==> config.mk <==
export PLATFORM = sky130hd
export DESIGN_NAME = mul_seq_flat
export DESIGN_NICKNAME = d
export VERILOG_FILES = /design/src/rtl/mul_seq_pkg.sv /design/src/rtl/mul_seq_if.sv /design/src/rtl/mul_seq_add_32.sv /design/src/rtl/mul_seq.sv /design/src/flat_wrapper.sv
export SDC_FILE = /design/constraint.sdc
export NUM_CORES = 1
export LEC_CHECK = 0
export CAP_MARGIN = 20
export CELL_PAD_IN_SITES_DETAIL_PLACEMENT = 1
export CELL_PAD_IN_SITES_GLOBAL_PLACEMENT = 1
export CORE_MARGIN = 2
export CORE_UTILIZATION = 40
export CTS_BUF_LIST = sky130_fd_sc_hd__clkbuf_4 sky130_fd_sc_hd__clkbuf_8
export DETAILED_ROUTE_END_ITERATION = 7
export HOLD_SLACK_MARGIN = 0.15
export PLACE_DENSITY = 0.76
export SLEW_MARGIN = 30
export SYNTH_ARGS = -nofsm -noshare
export SYNTH_HDL_FRONTEND = slang
export SYNTH_HIERARCHICAL = 1
export SYNTH_SLANG_ARGS = --single-unit
==> constraint.sdc <==
create_clock -name clk -period 10.1 [get_ports clk]
set_clock_uncertainty 0.05 [all_clocks]
set_input_delay 3.03 -clock clk [delete_from_list [all_inputs] [get_ports clk]]
set_output_delay 3.03 -clock clk [all_outputs]
set_load 0.1 [all_outputs]
==> src/rtl/mul_seq_pkg.sv <==
// Shared definitions for the sequential 32x32 multiplier.
// State encodings, iteration count and adder operand bundle.
package mul_seq_pkg;

  localparam logic [2:0] S_IDLE   = 3'd0;
  localparam logic [2:0] S_ABS_A  = 3'd1;
  localparam logic [2:0] S_ABS_B  = 3'd2;
  localparam logic [2:0] S_MUL    = 3'd3;
  localparam logic [2:0] S_FIX_LO = 3'd4;
  localparam logic [2:0] S_FIX_HI = 3'd5;
  localparam logic [2:0] S_DONE   = 3'd6;

  localparam int unsigned MUL_ITERS = 32;
  localparam logic [4:0]  CNT_LAST  = 5'(MUL_ITERS - 1);

  typedef struct packed {
    logic [31:0] x;
    logic [31:0] y;
    logic        cin;
  } add_op_t;

endpackage

==> src/rtl/mul_seq_if.sv <==
// Request/result bundle of the sequential multiplier.
// master issues operands, slave returns the product.
interface mul_seq_if;
  logic        start;
  logic        is_signed;
  logic [31:0] a;
  logic [31:0] b;
  logic        busy;
  logic        done;
  logic [31:0] hi;
  logic [31:0] lo;

  modport master (
    output start, is_signed, a, b,
    input  busy, done, hi, lo
  );

  modport slave (
    input  start, is_signed, a, b,
    output busy, done, hi, lo
  );
endinterface

==> src/rtl/mul_seq_add_32.sv <==
// 32-bit adder with carry-in; cout is the 33rd sum bit.
// Shared by every arithmetic step of mul_seq.
module add_32 (
  input  logic [31:0] a_i,
  input  logic [31:0] b_i,
  input  logic        ad_o_sb,
  output logic [31:0] sum_o,
  output logic        cout_o
);
  assign {cout_o, sum_o} =
    {1'b0, a_i} + {1'b0, b_i} + {32'h0, ad_o_sb};
endmodule

==> src/rtl/mul_seq.sv <==
// Sequential 32x32 multiplier: abs, 32-step shift-add, sign fix.
// Fixed 37-cycle latency for MULT and MULTU.
module mul_seq
  import mul_seq_pkg::*;
(
  input  logic      clk,
  input  logic      rst,
  mul_seq_if.slave  bus
);

  logic [2:0]  state_q, state_d;
  logic [31:0] mcand_q, mcand_d;
  logic [31:0] mplr_q, mplr_d;
  logic [31:0] acc_q, acc_d;
  logic [31:0] hi_q, hi_d;
  logic [31:0] lo_q, lo_d;
  logic        sgn_q, sgn_d;
  logic        neg_q, neg_d;
  logic        carry_q, carry_d;
  logic [4:0]  cnt_q, cnt_d;

  add_op_t     op;
  logic [31:0] sum;
  logic        cout;

  logic st_idle, st_abs_a, st_abs_b, st_mul;
  logic st_fix_lo, st_fix_hi, st_done;

  assign st_idle   = (state_q == S_IDLE);
  assign st_abs_a  = (state_q == S_ABS_A);
  assign st_abs_b  = (state_q == S_ABS_B);
  assign st_mul    = (state_q == S_MUL);
  assign st_fix_lo = (state_q == S_FIX_LO);
  assign st_fix_hi = (state_q == S_FIX_HI);
  assign st_done   = (state_q == S_DONE);

  add_32 u_add (
    .a_i     (op.x),
    .b_i     (op.y),
    .ad_o_sb (op.cin),
    .sum_o   (sum),
    .cout_o  (cout)
  );

  always_comb begin
    state_d = state_q;
    mcand_d = mcand_q;
    mplr_d  = mplr_q;
    acc_d   = acc_q;
    hi_d    = hi_q;
    lo_d    = lo_q;
    sgn_d   = sgn_q;
    neg_d   = neg_q;
    carry_d = carry_q;
    cnt_d   = cnt_q;
    op      = '0;
    unique case (1'b1)
      st_idle, st_done: begin
        state_d = S_IDLE;
        if (bus.start) begin
          mcand_d = bus.a;
          mplr_d  = bus.b;
          sgn_d   = bus.is_signed;
          neg_d   = bus.is_signed
                  & (bus.a[31] ^ bus.b[31]);
          acc_d   = '0;
          carry_d = 1'b0;
          cnt_d   = '0;
          state_d = S_ABS_A;
        end
      end
      st_abs_a: begin
        op = '{x: ~mcand_q, y: 32'h0, cin: 1'b1};
        if (sgn_q & mcand_q[31])
          mcand_d = sum;
        state_d = S_ABS_B;
      end
      st_abs_b: begin
        op = '{x: ~mplr_q, y: 32'h0, cin: 1'b1};
        if (sgn_q & mplr_q[31])
          mplr_d = sum;
        state_d = S_MUL;
      end
      st_mul: begin
        // Zero addend when the multiplier bit is clear.
        op = '{x: acc_q,
               y: mplr_q[0] ? mcand_q : 32'h0,
               cin: 1'b0};
        acc_d   = {cout, sum[31:1]};
        mplr_d  = {sum[0], mplr_q[31:1]};
        carry_d = 1'b0;
        cnt_d   = cnt_q + 5'd1;
        if (cnt_q == CNT_LAST)
          state_d = S_FIX_LO;
      end
      st_fix_lo: begin
        op = '{x: ~mplr_q, y: 32'h0, cin: 1'b1};
        if (neg_q) begin
          mplr_d  = sum;
          carry_d = cout;
        end
        state_d = S_FIX_HI;
      end
      st_fix_hi: begin
        op = '{x: ~acc_q, y: 32'h0, cin: carry_q};
        if (neg_q)
          acc_d = sum;
        hi_d    = neg_q ? sum : acc_q;
        lo_d    = mplr_q;
        state_d = S_DONE;
      end
      default: state_d = S_IDLE;
    endcase
  end

  always_ff @(posedge clk) begin
    if (rst) begin
      state_q <= S_IDLE;
      mcand_q <= '0;
      mplr_q  <= '0;
      acc_q   <= '0;
      hi_q    <= '0;
      lo_q    <= '0;
      sgn_q   <= 1'b0;
      neg_q   <= 1'b0;
      carry_q <= 1'b0;
      cnt_q   <= '0;
    end else begin
      state_q <= state_d;
      mcand_q <= mcand_d;
      mplr_q  <= mplr_d;
      acc_q   <= acc_d;
      hi_q    <= hi_d;
      lo_q    <= lo_d;
      sgn_q   <= sgn_d;
      neg_q   <= neg_d;
      carry_q <= carry_d;
      cnt_q   <= cnt_d;
    end
  end

  assign bus.busy = ~(st_idle | st_done);
  assign bus.done = st_done;
  assign bus.hi   = hi_q;
  assign bus.lo   = lo_q;

endmodule

==> src/flat_wrapper.sv <==
// flat-port wrapper written by rule: the top's interface ports become plain ports
module mul_seq_flat import mul_seq_pkg::*;
  (clk, rst, bus_start, bus_is_signed, bus_a, bus_b, bus_busy, bus_done, bus_hi, bus_lo);
  mul_seq_if bus_i ();
  input  logic clk;
  input  logic rst;
  input wire logic [$bits(bus_i.start)-1:0] bus_start;
  input wire logic [$bits(bus_i.is_signed)-1:0] bus_is_signed;
  input wire logic [$bits(bus_i.a)-1:0] bus_a;
  input wire logic [$bits(bus_i.b)-1:0] bus_b;
  output wire logic [$bits(bus_i.busy)-1:0] bus_busy;
  output wire logic [$bits(bus_i.done)-1:0] bus_done;
  output wire logic [$bits(bus_i.hi)-1:0] bus_hi;
  output wire logic [$bits(bus_i.lo)-1:0] bus_lo;
  assign bus_i.start = bus_start;
  assign bus_i.is_signed = bus_is_signed;
  assign bus_i.a = bus_a;
  assign bus_i.b = bus_b;
  assign bus_busy = bus_i.busy;
  assign bus_done = bus_i.done;
  assign bus_hi = bus_i.hi;
  assign bus_lo = bus_i.lo;
  mul_seq u_core (.clk(clk), .rst(rst), .bus(bus_i));
endmodule
# Word-level counts from Yosys, hierarchy flattened
# Cells that the tools add are included.
dict set report word_totals {
  reg_bits 171
  latchBits 0
  ram_bits 0
  romBits 0
  mem_count 0
}
dict set report op_classes {
  n_addsub 3
  n_mul 0
  div 0
  n_lt_le_gt_ge 0
  n_eq_ne 12
  shifts 0
  n_mux 20
  bitwise 9
  n_reduce_logical 14
}
# operator n
set op_table {}
lappend op_table {{case mux 65 bit (4 select lines)} 1}
lappend op_table {{two-way mux 32 bit} 8}
lappend op_table {{case mux 32 bit (4 select lines)} 1}
lappend op_table {{inverter 32 bit} 3}
lappend op_table {{case mux 32 bit (3 select lines)} 1}
lappend op_table {{case mux 32 bit (2 select lines)} 1}
lappend op_table {{adder 32 x 32 -> 33 bit} 1}
lappend op_table {{adder 33 x 1 -> 33 bit} 1}
lappend op_table {{case mux 3 bit (6 select lines)} 1}
lappend op_table {{case mux 5 bit (2 select lines)} 1}
lappend op_table {{equality test 3 bit, second input constant} 3}
lappend op_table {{!= test 2 bit, second input constant} 4}
lappend op_table {{equality test 3 x 2 -> 1 bit, second input constant} 2}
lappend op_table {{AND reduction 2 bit} 3}
lappend op_table {{AND reduction 3 bit} 2}
lappend op_table {{nonzero test 3 bit} 2}
lappend op_table {{adder 5 x 1 -> 5 bit, second input constant} 1}
lappend op_table {{equality test 5 bit, second input constant} 1}
lappend op_table {{two-way mux 5 bit} 1}
lappend op_table {{AND reduction 4 bit} 1}
lappend op_table {{nonzero test 2 bit} 2}
lappend op_table {{nonzero test 4 bit} 1}
lappend op_table {{OR reduction 2 bit} 2}
lappend op_table {{AND 1 bit} 3}
lappend op_table {{9 further kinds} 11}

# Longest topological paths before layout
# Gate-level depths: netlist (run 1).
dict set report depth {
  word_depth 7
  depth_mapped 20
  mapped_depth_nobuf 15
}

# Hierarchy
# Netlist (run 1), hierarchy kept.
# mod instances cells_per_inst area_per_inst_um2
set by_module_without_submodules {}
lappend by_module_without_submodules {mul_seq 1 1105 9303.9}
lappend by_module_without_submodules {add_32 1 244 1750.4}

# Least setup slack after synthesis (run 1)
# No wires, ideal clock.
dict set report synth_timing {
  kind {reg-to-output}
  startpoint {register u_core.state_q[1]}
  endpoint {output bus_done}
  t_arrival_ps 2628
  required_ps 7020
  setup_slack_ps 4392
  stages_incl_launch_ff 7
  path_cell_list {dfxtp_1 buf_6 buf_4 clkbuf_1 clkbuf_1 and2_1 nor2b_1}
}
dict set report synth_via {
  elab_chain_cells 1
}
# item line_no
set synth_lines {}
lappend synth_lines {{from (decl)} mul_seq.sv:11} ;# logic [2:0] state_q, state_d;
lappend synth_lines {{from (signal assigned)} mul_seq.sv:129} ;# state_q <= state_d;
lappend synth_lines {{equality test 3 bit} mul_seq.sv:35} ;# assign st_done = (state_q == S_DONE);
lappend synth_lines {{to (decl)} flat_wrapper.sv:12} ;# output wire logic [$bits(bus_i.done)-1:0] bus_done;
# No other way between the ends.

# Worst setup path after layout (run 1)
# Same ends and word-level chain as after synthesis.

==> flow_summary.yaml, run 1 <==
yosys:
  synth_common_cells: "186 x nand2_1, 171 x dfxtp_1, 109 x a21oi_1, 81 x nor2_1, 78 x clkbuf_1"
  netlist-cell-type-count: 68
  synth.most_common_cell: "nand2_1"
  synth_seq_area_share_pct: 31.0
  netlist_area_mm2: 0.0111
  synth-edff-count: 0
  synth_seq_cells: 171
  synthFlopType: "dfxtp_1"
  avgSynthCellArea_um2: 8.19
  synth_cells: 1349
  synthTopCellsByArea: "dfxtp_1 31%, nand2_1 6.3%, mux2i_1 6.1%, a21oi_1 4.9%, ha_1 3.7%"
  synth_area_leader_cell: "dfxtp_1"
  synth_fp_nets: 1452
  synthArstFlopShare_pct: 0
  yosysWarningCount: 6
  yosysTopAreaCellShare_pct: 31.0
floorplan:
  die_height_um: 170
  core_mm2: 0.0270
  pin_count: 134
  die_x_um: 170
  initial_utilization_pct: 40.9
  die_area_mm2: 0.0290
  rows: 60
final_layout:
  drive_gt1_share_pct: 9.98
  fill_cells: 3257
  syn_to_final_growth_pct: 16.0
  fin_util_pct: 47.4
  fin_area_mm2: 0.0128
  antennaDiodeCount: 0
  fin_nets: 1493
timing:
  setup_viol: 0
  setup_tns_ns: 0
  post-route-period-util_pct: 64.0
  fin_ws_ns: 3.63
  tightestPinTransition_ns: 1.00
  rsz0062_at_grt: "no"
  slew_violations: 0
  fmax_ghz: 0.155
  final-hold-violation-count: 0
  fin_crit_ns: 6.47
  slew_headroom_pct: 33.1
detailed_routing:
  drt_first_iter_violations: 809
  routed_wl_um: 38300
  vias: 10876
  first_pass_iters: 7
  routedWlPerCell_um: 22.0
  ant_nets: 0
  route.detailed.drc: 0
  vias_per_cell: 6.24
clock_tree:
  post-cts-setup-buffer-count: 0
  cts_resized: 0
  cts_made_buffers: 17
  clk_latency_ns: 0.49
  clkTransAtPathRegs_ns: 0.10
  cts_tree: "done"
  cts.sinks: 171
  cts-root-buf: "clkbuf_8"
  clockBufferDepth: 2
  htreeDepth: 4
  hold_buffers: 0
setup_path:
  crit_path_max_fanout: 47
  r2r-end: "u_core/acc_q[30]"
  reg2regPathDepth: 18
  r2r_start: "u_core/state_q[2]"
  end_kind: "output port"
  timing.critical_path.arrival_ns: 3.39
  critical_path_class: "flip-flop to output port"
  required_ns: 7.02
  critPathCapture: "bus_done"
  crit_start: "u_core/state_q[1]"
  rrSetupSlack_ns: 3.86
  cp_slowest_cell: "clkdlybuf4s50_1"
  critPathLaunchType: "flip-flop"
  cpMostUsedCell: "buf_4"
  max_stage_delay_ns: 1.14
  path_cells: "buf_4 -> buf_4 -> and2_1 -> nor2b_1 -> clkdlybuf4s50_1"
global_route:
  grt_busiest_layer: "met2"
  grt_overflow: 0
  grt_util_met1_pct: 36.4
  grt_max_degree: 70
  grt_first_pass_wirelength_um: 60600
  grt_pass1_vias: 10912
  use_met3_pct: 4.14
  antenna_found_initial: 0
  met2_usage_pct: 42.3
  gr-usage-all-layers_pct: 26.4
place:
  hpwl_um: 25700
  io_buffers: 133
  dpl_cell_area_mm2: 0.0124
  preCtsSetupSlack_ns: 3.99
  gp_congestion: 0.867
power_and_ir_drop:
  powerDensity_mw_per_mm2: 134
  irDropWorstVdd_uv: 67.1
  finalPower_mw: 1.71
  p_leak_nw: 4.48
job:
  cap_violations: 0
min_path:
  hold_class: "flip-flop to flip-flop"
run_status:
  status: "complete, no violations"
cells in the final DEF (no fill, tap or decap), drive strengths merged, types with 7 or more instances in the layout:
master / instances
buf: 23
ha: 33
nand4: 7
clkdlybuf4s50: 132
nand2: 187
o22ai: 60
dfxtp: 171
clkbuf: 18
and2: 59
nor2: 84
mux2: 32
xor2: 17
nand3: 40
o21ai: 46
a41oi: 33
nor3: 8
mux2i: 67
a211oi: 37
a21oi: 109
inv: 25
o31ai: 34
a222oi: 31
xnor2: 16
a21o: 18
nor4b: 32
power breakdown:
part	leakage [nW]	switching, mW	internal, mW	total (mW)
Combinational	2.88	0.264	0.157	0.421
Sequential	1.39	0.0528	0.709	0.761
Clock	0.214	0.314	0.218	0.532
critical path: cells and delay by family (launching register included):
kind | cells | cell delay, ns
buffers and inverters | 3 | 2.15
AND/OR/NAND/NOR | 2 | 0.38
flip-flops | 1 | 0.33
worst min path at each step:
stage                      start                 to  slack (ns)  cells after the start
6_report       u_core/bus.lo[26]  u_core/bus.lo[26]        0.41                      2
3_3_place_gp    u_core/bus.lo[9]   u_core/bus.lo[9]        0.39                      2
3_5_place_dp   u_core/bus.lo[26]  u_core/bus.lo[26]        0.40                      2
2_1_floorplan    u_core/cnt_q[3]    u_core/cnt_q[3]        0.39                      1
4_1_cts        u_core/bus.lo[26]  u_core/bus.lo[26]        0.41                      2
5_1_grt        u_core/bus.lo[23]  u_core/bus.lo[23]        0.44                      2
through the flow:
stage          std cells  hold slack [ns]
2_1_floorplan       1349            0.393
3_3_place_gp        1712            0.395
3_5_place_dp        1712            0.396
4_1_cts             1744            0.410
5_1_grt             1744            0.436
6_report            1744            0.410
state kept, by name (all words and copies together), names as in the netlist:
name / cells
u_core/bus.hi: 32
u_core/mcand_q: 32
u_core/state_q: 3
u_core/mplr_q: 32
u_core/neg_q: 1
u_core/cnt_q: 5
u_core/acc_q: 32
u_core/bus.lo: 32
u_core/sgn_q: 1
u_core/carry_q: 1
cells by family after synthesis:
logic type | synth area share [%]
simple gates | 19.9
buf+inv | 6.28
xor+xnor | 2.78
flops | 31.0
fa+ha+maj | 4.10
compound gates | 26.6
mux | 9.33
metal layers:
| metal | part of all wire (%) | vias up |
|---|---|---|
| met5 | 0 | - |
| met4 | 2.0 | 0 |
| met3 | 5.9 | 55 |
| met2 | 45 | 379 |
| met1 | 47 | 5371 |
| li1 | - | 5071 |
layout make-up:
| cell class | instances | area (um2) | area share [%] |
|---|---|---|---|
| clock buffers | 18 | 248 | 1.93 |
| clock inverters | 14 | 171 | 1.34 |
| inverters | 16 | 60.1 | 0.469 |
| multi-input cells | 1029 | 6990 | 54.5 |
| flip-flops and latches | 171 | 3430 | 26.7 |
| well taps | 341 | 427 | 3.33 |
| repair buffers | 155 | 1490 | 11.7 |
No activity file was read; power rests on OpenSTA's default activity.
==> run 2, diff against run 1 <==
- clock period: 10.1 -> 6.05 ns (I/O delays scaled with it)
==> flow_summary.yaml, run 2 (synthesis results as in run 1) <==
detailed_routing:
  first_pass_iters: 6
  route.detailed.drc: 0
  ant_nets: 0
  vias_per_cell: 6.25
  routed_wl_um: 38400
  routedWlPerCell_um: 22.0
  vias: 10937
  drt_first_iter_violations: 935
final_layout:
  layout_commonest_cell: "nand2_1"
  syn_to_final_growth_pct: 16.5
  final-seq-area_mm2: 0.00343
  fin_nets: 1498
  fill_cells: 3258
  fin_area_mm2: 0.0129
  drive_gt1_share_pct: 10.2
  most-common-layout-cells: "186 x nand2_1, 168 x dfxtp_1, 132 x clkdlybuf4s50_1"
  fin_util_pct: 47.6
  multi_input_area_mm2: 0.00699
power_and_ir_drop:
  p_leak_nw: 4.51
  irDropWorstVdd_uv: 130
  finalPower_mw: 2.86
  powerDensity_mw_per_mm2: 222
clock_tree:
  clk_latency_ns: 0.48
  cts.sinks: 171
  cts_resized: 0
  cts-root-buf: "clkbuf_8"
  clockBufferDepth: 2
  htreeDepth: 4
  hold_buffers: 0
  post-cts-setup-buffer-count: 0
  cts_tree: "done"
  cts_made_buffers: 17
  clkTransAtPathRegs_ns: 0.11
setup_path:
  end_kind: "flip-flop"
  required_ns: 6.34
  crit_path_max_fanout: 29
  path_cells: "buf_4 -> and2_1 -> a221oi_1 -> fa_1 -> fa_1 -> a21o_1 -> a221oi_1 -> o21a_1 -> a21oi_1 -> a21oi_1 -> o221ai_1 -> xor2_1 -> mux2_2 -> a222oi_1 -> nor2_1"
  timing.critical_path.arrival_ns: 5.57
  r2r_start: "u_core/state_q[2]"
  cp_slowest_cell: "dfxtp_2"
  critPathCapture: "u_core/acc_q[30]"
  r2r-end: "u_core/acc_q[30]"
  crit_start: "u_core/state_q[2]"
  max_stage_delay_ns: 0.78
  critical_path_class: "flip-flop to flip-flop"
  rrSetupSlack_ns: 0.77
  reg2regPathDepth: 15
  critPathLaunchType: "flip-flop"
floorplan:
  die_x_um: 170
  die_area_mm2: 0.0290
  rows: 60
  core_mm2: 0.0270
  pin_count: 134
  die_height_um: 170
  initial_utilization_pct: 40.9
place:
  hpwl_um: 26300
  io_buffers: 133
  gp_congestion: 0.912
  dpl_cell_area_mm2: 0.0124
timing:
  fin_crit_ns: 5.28
  post-route-period-util_pct: 87.2
  setup_viol: 0
  slew_headroom_pct: 32.6
  slew_violations: 0
  whs_ns: 0.411
  rsz0062_at_grt: "no"
  setup_tns_ns: 0
  final-hold-violation-count: 0
  fmax_ghz: 0.189
  tightestPinTransition_ns: 1.01
min_path:
  hold_class: "flip-flop to flip-flop"
global_route:
  antenna_found_initial: 0
  grt_first_pass_wirelength_um: 60800
  grt_pass1_vias: 10944
  grt_max_degree: 98
  gr-usage-all-layers_pct: 26.6
  grt_overflow: 0
job:
  cap_violations: 0
run_status:
  status: "complete, no violations"
-- run 2: cell types whose count changed in the layout (fill, tap and decap cells not counted), moves of 2 or more --
cell,delta
buf_4,+2
clkinvlp_4,+2
buf_6,+2
inv_8,-2
-- run 2: worst min path at each step --
stage	to	slack, ns	depth (start not counted)	startpoint
global route	u_core/bus.hi[26]	0.43	2	u_core/bus.hi[26]
floorplan	u_core/cnt_q[3]	0.39	1	u_core/cnt_q[3]
CTS	u_core/bus.hi[13]	0.41	2	u_core/bus.hi[13]
global placement	u_core/bus.hi[11]	0.39	2	u_core/bus.hi[11]
detailed placement	u_core/bus.lo[12]	0.40	2	u_core/bus.lo[12]
finish	u_core/bus.hi[13]	0.41	2	u_core/bus.hi[13]
-- run 2: worst max-delay path: cells and delay by family, from the launching register on --
family	cells	cell delay, ns
AOI/OAI and AO/OA	8	2.11
xor gates and xnor gates	1	0.24
adders and majority gates	2	0.91
buffers and inverters	1	0.45
DFF	1	0.78
muxes	1	0.32
and+or+nand+nor	2	0.27
-- run 2: metrics by stage --
stage	instances	setup slack, ns
after floorplan	1349	1.38
after global placement	1716	1.04
after detailed placement	1717	0.912
after CTS	1749	0.858
after global routing	1749	0.311
final	1750	0.772
-- run 2: layout make-up --
type                       count  area share, %
sequential                   171           26.6
clock inverter                14           1.38
inverter                      16          0.467
clock buffer                  18           1.88
tap                          341           3.31
timing repair buffer         160           12.1
multi-input combinational   1029           54.3
antenna                        1         0.0194
-- run 2: where the power goes --
part	switching [mW]	total (mW)	leakage, nW	internal (mW)
clock	0.500	0.890	0.207	0.390
combinational	0.442	0.707	2.91	0.265
sequential	0.0835	1.27	1.39	1.18
total	1.03	2.86	4.51	1.84
-- run 2: per-layer routing --
| layer | vias up | wire [um] | track usage (%) |
|---|---|---|---|
| li1 | 5098 | - | - |
| met3 | 44 | 2060 | 3.84 |
| met5 | - | 0 | 0 |
| met4 | 0 | 576 | 7.13 |
| met2 | 377 | 17300 | 42.2 |
| met1 | 5418 | 18500 | 37.5 |
